**src/rtl/song_pkg.sv**
```systemverilog
// Shared types and constants for the song sequencer: field widths, FSM encoding
// and the built-in song image used when no other ROM contents are supplied.
package song_pkg;

  localparam int NOTE_W              = 6;
  localparam int DUR_W               = 6;
  localparam int ROM_W               = NOTE_W + DUR_W;
  localparam int NOTES_PER_SONG_DEF  = 32;
  localparam int NUM_SONGS           = 4;
  localparam int ROM_DEPTH           = NOTES_PER_SONG_DEF * NUM_SONGS;
  localparam logic [NOTE_W-1:0] REST_NOTE = '0;

  typedef enum logic [2:0] {
    IDLE,
    FETCH,
    WAIT_ROM,
    LOAD,
    PLAYING,
    ADVANCE,
    END
  } state_e;

  // Fallback melody: every entry playable, so each song runs its full length.
  function automatic logic [ROM_DEPTH*ROM_W-1:0] default_song_image();
    logic [ROM_DEPTH*ROM_W-1:0] img;
    logic [NOTE_W-1:0]          n;
    logic [DUR_W-1:0]           d;
    img = '0;
    for (int i = 0; i < ROM_DEPTH; i++) begin
      n = NOTE_W'((i * 5 + 3) % 64);
      d = DUR_W'(6 + (i % 4) * 6);
      img[i*ROM_W +: ROM_W] = {n, d};
    end
    return img;
  endfunction

endpackage

```
**src/rtl/song_rom.sv**
```systemverilog
// Song storage: one {note, duration} word per entry, synchronous read with one
// cycle of latency. Contents come from the INIT image parameter.
module song_rom
  import song_pkg::*;
#(
  parameter int                       DEPTH  = ROM_DEPTH,
  parameter int                       ADDR_W = $clog2(DEPTH),
  parameter logic [DEPTH*ROM_W-1:0]   INIT   = default_song_image()
) (
  input  logic              clk,
  input  logic [ADDR_W-1:0] addr,
  output logic [ROM_W-1:0]  dout
);

  logic [ROM_W-1:0] dout_q;

  always_ff @(posedge clk) begin
    dout_q <= INIT[addr*ROM_W +: ROM_W];
  end

  assign dout = dout_q;

endmodule

```
**src/rtl/song_reader.sv**
```systemverilog
// Sequencer that walks the selected song in song_rom and hands {note, duration}
// pairs to note_player. Define SONG_READER_LOOP_EN to repeat songs endlessly.
module song_reader
  import song_pkg::*;
#(
  parameter int NOTES_PER_SONG = NOTES_PER_SONG_DEF,
  parameter int SONG_SEL_W     = 2,
  parameter logic [(NOTES_PER_SONG << SONG_SEL_W)*ROM_W-1:0] ROM_INIT = default_song_image()
) (
  input  logic                              clk,
  input  logic                              reset,
  input  logic                              play,
  input  logic [SONG_SEL_W-1:0]             song,
  input  logic                              done_with_note,
  output logic [NOTE_W-1:0]                 note_to_load,
  output logic [DUR_W-1:0]                  duration_to_load,
  output logic                              load_new_note,
  output logic                              song_done,
  output logic [$clog2(NOTES_PER_SONG)-1:0] note_idx
);

  localparam int IDX_W  = $clog2(NOTES_PER_SONG);
  localparam int DEPTH  = NOTES_PER_SONG << SONG_SEL_W;
  localparam int ADDR_W = SONG_SEL_W + IDX_W;
  localparam logic [IDX_W-1:0] LAST_IDX = IDX_W'(NOTES_PER_SONG - 1);

  state_e                  state_q;
  logic [IDX_W-1:0]        idx_q;
  logic [SONG_SEL_W-1:0]   song_q;
  logic [NOTE_W-1:0]       note_q;
  logic [DUR_W-1:0]        dur_q;
  logic                    load_q;
  logic                    done_q;
  logic                    pend_q;
  logic [ROM_W-1:0]        rom_dout;
  logic [DUR_W-1:0]        rom_dur;
  logic [ADDR_W-1:0]       rom_addr;

  assign rom_addr = {song_q, idx_q};
  assign rom_dur  = rom_dout[DUR_W-1:0];

  song_rom #(
    .DEPTH  (DEPTH),
    .ADDR_W (ADDR_W),
    .INIT   (ROM_INIT)
  ) u_rom (
    .clk  (clk),
    .addr (rom_addr),
    .dout (rom_dout)
  );

  always_ff @(posedge clk) begin
    if (reset) begin
      state_q <= IDLE;
      idx_q   <= '0;
      song_q  <= song;
      note_q  <= '0;
      dur_q   <= '0;
      load_q  <= 1'b0;
      done_q  <= 1'b0;
      pend_q  <= 1'b0;
    end else begin
      load_q <= 1'b0;
      done_q <= 1'b0;
      // A new selection restarts from entry 0; refetching drops any read in flight.
      if (song != song_q) begin
        song_q  <= song;
        idx_q   <= '0;
        pend_q  <= 1'b0;
        state_q <= play ? FETCH : IDLE;
      end else begin
        case (state_q)
          IDLE:     if (play) state_q <= FETCH;
          FETCH:    if (play) state_q <= WAIT_ROM;
          WAIT_ROM: if (play) begin
            note_q  <= rom_dout[ROM_W-1 -: NOTE_W];
            dur_q   <= rom_dur;
            load_q  <= (rom_dur != '0);
            done_q  <= (rom_dur == '0);
            state_q <= LOAD;
          end
          LOAD:     if (play) state_q <= (dur_q == '0) ? END : PLAYING;
          PLAYING: begin
            // Note ends seen while paused are remembered until play resumes.
            if (!play) begin
              if (done_with_note) pend_q <= 1'b1;
            end else if (done_with_note || pend_q) begin
              pend_q  <= 1'b0;
              state_q <= ADVANCE;
            end
          end
          ADVANCE:  if (play) begin
            idx_q <= idx_q + IDX_W'(1);
            if (idx_q == LAST_IDX) begin
              done_q  <= 1'b1;
              state_q <= END;
            end else begin
              state_q <= FETCH;
            end
          end
          END: begin
`ifdef SONG_READER_LOOP_EN
            if (play) begin
              idx_q   <= '0;
              state_q <= FETCH;
            end
`else
            if (!play) begin
              idx_q   <= '0;
              state_q <= IDLE;
            end
`endif
          end
          default:  state_q <= IDLE;
        endcase
      end
    end
  end

  assign note_to_load     = note_q;
  assign duration_to_load = dur_q;
  assign load_new_note    = load_q;
  assign song_done        = done_q;
  assign note_idx         = idx_q;

endmodule

```
**config.mk**
```make
export PLATFORM = sky130hd
export DESIGN_NAME = song_reader
export DESIGN_NICKNAME = d
export VERILOG_FILES = /design/src/rtl/song_pkg.sv /design/src/rtl/song_rom.sv /design/src/rtl/song_reader.sv
export SDC_FILE = /design/constraint.sdc
export NUM_CORES = 1
export LEC_CHECK = 0
export BUFFER_PORTS_ARGS = -buffer_cell sky130_fd_sc_hd__buf_2
export CORE_MARGIN = 2
export CORE_UTILIZATION = 55
export DETAILED_ROUTE_END_ITERATION = 12
export PLACE_DENSITY = 0.89
export SYNTH_ARGS = -nofsm -noshare
export SYNTH_HDL_FRONTEND = slang
export SYNTH_HIERARCHICAL = 1
export SYNTH_SLANG_ARGS = --single-unit
```
**constraint.sdc**
```tcl
create_clock -name clk -period 2 [get_ports clk]
set_clock_uncertainty 0.05 [all_clocks]
set_input_delay 0.6 -clock clk [delete_from_list [all_inputs] [get_ports clk]]
set_output_delay 0.6 -clock clk [all_outputs]
set_load 0.01 [all_outputs]
```
* Word-level counts from Yosys, hierarchy flattened
Cells that the tools add are included.
** Storage, ports and cells
- Logic and storage cells :: 73
- Register bits :: 37
- Output and inout bits :: 19
** Cells by class
- Reductions and logical operators :: 14
- Eq/ne operators :: 19
- Bitwise gates (word level) :: 3
- Multipliers :: 1
- Shifts and indexed selects :: 1
- Add/sub/neg operators :: 1
- Multiplexer cells :: 25
** Operators by type and width (count)
- variable part select 1536 x 12 -> 12 bit (first input constant) :: 1
- 2-to-1 mux 3 bit :: 10
- inequality test 3 bit (second input constant) :: 8
- case mux 3 bit (7 select lines) :: 1
- logical NOT 6 bit :: 2
- 2-to-1 mux 5 bit :: 2
- case mux 5 bit (2 select lines) :: 1
- == test 3 bit (second input constant) :: 3
- multiplier 7 x 2 -> 9 bit (second input constant) :: 1
- AND reduction 3 bit :: 3
- AND reduction 8 bit :: 1
- 2-to-1 mux 1 bit :: 7
- == test 3 x 2 -> 1 bit (second input constant) :: 2
- 2-to-1 mux 2 bit :: 3
- nonzero test 2 bit :: 3
- nonzero test 6 bit :: 1
- adder 5 x 1 -> 5 bit (second input constant) :: 1
- == test 5 bit (second input constant) :: 1
- inequality test 2 bit (second input constant) :: 2
- OR reduction 4 bit :: 1
- == test 3 x 1 -> 1 bit (second input constant) :: 1
- logical NOT 3 bit :: 1
- NOT 1 bit :: 3
- inequality test 2 x 1 -> 1 bit (second input constant) :: 1
- 4 further kinds :: 4

* Depth between registers and ports, before layout
Gate-level depths: netlist of run 1.
- Word-level depth :: 5
- Gate-level depth with buffers :: 7
- Depth with buffers taken out :: 7

* By module
The synthesis of run 1 kept the hierarchy.
** Modules (own cells, without submodules)
- song_reader :: instances 1, cells each 114, sequential area each 520.5 µm², area an instance 1171.1 µm²
- song_rom :: instances 1, cells each 51, sequential area each 180.2 µm², area an instance 520.5 µm²

* Worst setup path after synthesis of run 1
No wires, ideal clock.
- Kind :: register to register
- Start point :: reg idx_q[0] (netlist: note_idx[0])
- End point :: reg u_rom.dout_q[11] (netlist: u_rom/dout[11])
- Cell stages (with the launch flop) :: 6
- Arrival :: 1614 ps
- Path buffers :: 0
- Path slack :: 202 ps
- Cell sequence :: dfxtp_1 -> inv_1 -> ha_1 -> nor2b_1 -> a21oi_1 -> mux4_2
** Between the ends
- Cells in the longest elaborated chain, start to end :: 2
** RTL lines
- start: declaration :: line song_reader.sv:28 : logic [IDX_W-1:0] idx_q;
- start signal: assignment :: line song_reader.sv:93 : idx_q <= idx_q + IDX_W'(1);
- multiplier 7 x 2 -> 9 bit :: line song_rom.sv:18 : dout_q <= INIT[addr*ROM_W +: ROM_W];
- variable part select 1536 x 12 -> 12 bit :: line song_rom.sv:18
- end signal: assignment :: line song_rom.sv:18
- end: declaration :: line song_rom.sv:15 : logic [ROM_W-1:0] dout_q;
No other way between the ends.
A chain may end at the register's enable or synchronous reset.

* Worst setup path in the final report of run 1
Same ends and word-level chain as after synthesis.

==> run summary, run 1 <==
status -> complete, no violations
CP Max Fanout -> 7
period utilization -> 90.0%
crit path max-delay cell type -> mux4_2
cells on worst reg2reg path -> 6
initial antenna violation count -> 0
Tmin final -> 1.80 ns
Slew Viols, Final -> 0
CP required -> 2.16 ns
cells taking the most area after synthesis -> dfxtp_1 38%, mux2i_1 9.5%, ha_1 7.4%
CP startpoint kind -> flip-flop
final WL -> 3220 µm
RSZ-0062 raised after global routing -> no
GRT Util Overall -> 20.6%
prevailing post-synth register cell -> dfxtp_1
post-detailed-route via-to-cell ratio -> 5.39
yosys warns -> 6
setup TNS -> 0 ns
total gr overflow -> 0
commonest cells in the netlist -> 32 x dfxtp_1, 25 x nor2_1, 16 x mux2i_1, 10 x ha_1, 10 x inv_1
maxcap violations -> 0
# DRC -> 0
WS Path Type -> reg2reg
Synth area leader -> dfxtp_1
hold path cells -> 0
Largest delay share family, worst path -> multiplexers
Die Ht -> 59.5 µm
layout cell share with drive strength beyond 1 -> 27.8%
Die X -> 59.5 µm
Yosys reg bits -> 34
via count -> 1224
Core Rows -> 20
Clk Tree Root Cell -> clkbuf_4
first-pass GRT wire length -> 5310 µm
Avg Cell Area, Syn -> 10.3 µm²
Layout area overhead -> 12.6%
setup repair bufs after CTS -> 0
WP data arrival -> 1.96 ns
Max stage delay on crit path -> 0.47 ns
die area -> 0.00354 mm²
Unique masters post-synth -> 45
count leader, synth -> dfxtp_1
final net count -> 209
worst hold slack -> 0.341 ns
CTS-repair resized insts -> 0
area share of the largest cell type after synthesis -> 37.9%
post-synthesis sequential area ratio -> 41.4%
Wirelength per Cell -> 14.2 µm
Static Leak -> 0.913 nW
CP bufs+invs -> 3
final hold viol count -> 0
largest net degree at the start of global routing -> 14
maximum VDD drop -> 285 µV
clock slew at reported path FFs -> 0.10 ns
CTS tree -> built
CP Depth -> 6
I/O pin total -> 25
gpl congestion -> 0.831
Sink Count -> 34
I/O Buffers -> 24
Power Total -> 1.25 mW
initial DRC count -> 65
vias in the first global route -> 1142
CP endpoint kind -> flip-flop
fmax -> 556 MHz
first-pass iteration count of the detailed router -> 4
FFs w/ async S/R, synth -> 0%
Max clock buf depth -> 2
Post-Syn Area -> 0.00169 mm²
antenna-violating nets left -> 0
Initial Util -> 56.8%
H-tree depth -> 2
CP cell instances -> inv_1 > buf_4 > ha_1 > inv_1 > a31o_2 > mux4_2
final setup vio count -> 0
synthesized instance count -> 165
worst slack at placement -> 0.221 ns
Final WS setup -> 0.200 ns
power per cell area -> 657 mW/mm²
EDFF count, synth -> 2
min-delay worst type -> reg2reg
clock latency on the worst-skew pair -> 0.35 ns
# diodes -> 0
Post-CTS Hold Fix Bufs -> 0
core region area -> 0.00298 mm²
Num CTS Buffers -> 5
CP most frequent cell -> inv_1
DP HPWL -> 2310 µm
[cells by family (layout without fill, tap and decap cells)]
logic type                 count (synthesis)  after routing  synth area share (%)
and+or+nand+nor                           48             48                  15.7
DFF                                       34             34                  41.4
AOI/OAI and AO/OA                         27             27                  12.1
buffers and inverters                     22             50                  7.54
muxes                                     18             18                  12.1
adders and majority gates                 10             10                  7.40
xor gates and xnor gates                   5              5                  3.48
other                                      1              2                 0.222
[state kept, by name (all words and copies together) (netlist names)]
signal            cells
duration_to_load      6
load_new_note         1
pend_q                1
song_done             1
note_to_load          6
u_rom/dout            9
state_q               3
song_q                2
note_idx              5
[metal layers]
layer / vias up / wire (µm) / track usage, %
li1: 624 / - / -
met1: 561 / 1440 / 25.3
met2: 32 / 1560 / 32.0
met3: 7 / 179 / 7.64
met4: 0 / 40 / 9.09
met5: - / 0 / 0
[layout make-up]
type | count | area (µm²)
fillers | 245 | 1070
clock buffers | 8 | 78.8
flip-flops and latches | 34 | 701
multi-input cells | 110 | 867
inverters | 10 | 37.5
repair buffers | 32 | 180
well taps | 33 | 41.3
[stage by stage]
step	utilization [%]	instance area, µm²	std cells
5_1_grt	64.0	1910	227
6_report	64.0	1910	227
3_3_place_gp	61.3	1830	219
3_5_place_dp	61.3	1830	219
2_1_floorplan	-	1700	166
4_1_cts	64.0	1910	227
[worst paths after layout]
check | end | startpoint | slack (ns)
worst min-delay path | u_rom/dout[4]$_DFF_P_ | note_idx[1]$_SDFFE_PP0P_ | 0.34
worst max register to register | u_rom/dout[11]$_DFF_P_ | note_idx[0]$_SDFFE_PP0P_ | 0.20
worst min register to register | u_rom/dout[4]$_DFF_P_ | note_idx[1]$_SDFFE_PP0P_ | 0.34
worst max-delay path | u_rom/dout[11]$_DFF_P_ | note_idx[0]$_SDFFE_PP0P_ | 0.20
[power by group]
group | internal (mW) | switching (mW)
clock network | 0.240 | 0.234
logic | 0.0307 | 0.0442
registers | 0.692 | 0.0108
[cell usage in the layout (no fill, tap or decap), types with 3 or more instances in the layout]
master and n:
buf_2 24, a21oi_1 8, nor2_1 25, ha_1 10
inv_1 10, clkbuf_4 5, xor2_1 3, nand2_1 4
mux2i_1 16, nor2b_1 4, dfxtp_1 32, clkbuf_8 3
buf_4 8
(Power assumes the default switching activity.)
==> inputs of run 2 (changes only) <==
GPL_TIMING_DRIVEN = 0   (was default)
==> run 2 against run 1 <==
Compared with the run above: setup slack worse by 0.058 ns; sequential power fell by 0.7%; sequential share of layout area down 0.81 points; global-route usage is 0.66 points lower; utilization grew 1.7 points; register-to-register slack got worse by 0.06 ns; clock power increased by 23%; critical path depth is 1 lower; maximum frequency down 3.1%; cell area rose by 2.6%; worst hold slack better by 0.057 ns; critical path type unchanged; largest power group unchanged; highest routed layer unchanged.
==> run summary, run 2 (same netlist as run 1, synthesis figures left out) <==
fmax -> 538 MHz (-3.1%)
period utilization -> 92.9% (+2.9 points)
largest net degree at the start of global routing -> 13 (-1)
WS Path Type -> reg2reg
placed cell count -> 222 (+1.4%)
final setup vio count -> 0 (unchanged)
setup repair bufs after CTS -> 0 (unchanged)
I/O Buffers -> 23 (-4.2%)
layout cell share with drive strength beyond 1 -> 28.9% (+1.1 points)
RSZ-0062 raised after global routing -> no
commonest non-fill, non-tap cell in the layout -> dfxtp_1
vias in the first global route -> 1144 (+0.18%)
final WL -> 3090 µm (-4.1%)
H-tree depth -> 2 (unchanged)
Largest register FFs -> 9 (unchanged)
status -> complete, no violations
final non-filler cell total -> 230 (+1.3%)
CP Max Fanout -> 12 (+5)
gpl congestion -> 0.832 (+0.12%)
maximum VDD drop -> 517 µV (+81%)
clock slew at reported path FFs -> 0.11 ns (about the same)
WP data arrival -> 2.03 ns (+0.07 ns)
via count -> 1232 (+0.65%)
power per cell area -> 698 mW/mm² (+6.3%)
initial DRC count -> 37 (-43%)
Sink Count -> 34 (unchanged)
clock latency on the worst-skew pair -> 0.34 ns (about the same)
antenna-violating nets left -> 0 (unchanged)
first-pass iteration count of the detailed router -> 4 (unchanged)
Post-CTS Hold Fix Bufs -> 0 (unchanged)
post-detailed-route via-to-cell ratio -> 5.36 (-0.66%)
setup TNS -> 0 ns (unchanged)
commonest non-fill, non-tap cells in the layout -> 30 x dfxtp_1, 26 x buf_2, 25 x nor2_1
final hold viol count -> 0 (unchanged)
Die Ht -> 59.5 µm (unchanged)
initial antenna violation count -> 0 (unchanged)
Num CTS Buffers -> 5 (unchanged)
CP startpoint kind -> flip-flop
Slew Viols, Final -> 0 (unchanged)
CTS tree -> built
Static Leak -> 0.937 nW (+2.5%)
worst slack at placement -> -0.0229 ns (-0.244 ns)
I/O pin total -> 25 (unchanged)
# diodes -> 0 (unchanged)
die area -> 0.00354 mm² (unchanged)
Initial Util -> 56.8% (unchanged)
Multi-input gate area -> 867 µm² (unchanged)
CP required -> 2.17 ns (about the same)
DP HPWL -> 2230 µm (-3.5%)
Wirelength per Cell -> 13.4 µm (-5.3%)
Max clock buf depth -> 2 (unchanged)
maxcap violations -> 0 (unchanged)
# DRC -> 0 (unchanged)
Clk Tree Root Cell -> clkbuf_4
core region area -> 0.00298 mm² (unchanged)
Core Rows -> 20 (unchanged)
fill count -> 245 (unchanged)
Die X -> 59.5 µm (unchanged)
CP endpoint kind -> flip-flop
register area -> 703 µm² (+0.36%)
total gr overflow -> 0 (unchanged)
min-delay worst type -> in2reg
final net count -> 212 (+1.4%)
first-pass GRT wire length -> 5260 µm (-0.92%)
GRT Util Overall -> 19.9% (-0.66 points)
Tmin final -> 1.86 ns (+0.0581 ns)
Layout area overhead -> 15.6%
Final WS setup -> 0.142 ns (-0.0581 ns)
worst hold slack -> 0.398 ns (+0.0570 ns)
run 2: cell types whose count changed in the layout (fill, tap and decap cells not counted):
| cell | before | now |
|---|---|---|
| dfxtp_1 | 32 | 30 |
| buf_4 | 8 | 3 |
| bufinv_16 | 0 | 1 |
| clkinv_4 | 0 | 1 |
| buf_1 | 0 | 1 |
| buf_6 | 0 | 4 |
| clkbuf_16 | 0 | 1 |
| clkbuf_8 | 3 | 0 |
| dfxtp_2 | 0 | 2 |
| clkbuf_1 | 0 | 1 |
| buf_2 | 24 | 26 |
run 2: cell type report:
class,count,share of cell area [%]
clock buffers,6,3.20
plain buffers,12,4.61
repair buffers,23,5.89
well taps,33,2.11
clock inverters,2,1.98
flip-flops and latches,34,36.0
inverters,10,1.92
multi-input cells,110,44.3
run 2: worst paths after layout:
check,start,endpoint,slack (ns),depth (start not counted)
setup / recovery,note_idx[0]$_SDFFE_PP0P_,u_rom/dout[11]$_DFF_P_,0.14,5
hold reg to reg,note_idx[0]$_SDFFE_PP0P_,u_rom/dout[3]$_DFF_P_,0.42,0
setup reg to reg,note_idx[0]$_SDFFE_PP0P_,u_rom/dout[11]$_DFF_P_,0.14,5
hold / removal,reset,duration_to_load[0]$_SDFFE_PP0P_,0.40,2
run 2: repair_timing:
action                                 in CTS  in global routing
endpoints found under the hold margin       0                  0
pin swaps                                   0                  0
resized for setup                           1                  1
setup endpoints to repair                   1                  3
gates cloned                                0                  0
run 2: power breakdown:
part / total [mW] / internal [mW] / switching (mW)
Sequential: 0.698 / 0.692 / 0.00537
Combinational: 0.0847 / 0.0360 / 0.0488
Clock: 0.583 / 0.341 / 0.242
run 2: metrics by stage:
stage	power (mW)	area (µm²)	utilization [%]
floorplan	0.778	1700	-
global placement	0.796	1850	62.2
detailed placement	0.797	1850	62.2
CTS	1.38	1950	65.6
global route	1.42	1960	65.7
finish	1.37	1960	65.7
run 2: metal layers:
| layer | vias to the layer above | track usage, % | routed length [µm] |
|---|---|---|---|
| li1 | 635 | - | - |
| met2 | 22 | 30.3 | 1460 |
| met5 | - | 0 | 0 |
| met4 | 0 | 7.79 | 46 |
| met3 | 5 | 6.11 | 131 |
| met1 | 570 | 26.3 | 1450 |
run 2: worst max-delay path, cell delays in order (launching register included):
cell and delay, ns:
dfxtp_2 0.48, inv_1 0.17, ha_1 0.25, nor2b_1 0.22, a21oi_1 0.12, mux4_2 0.46
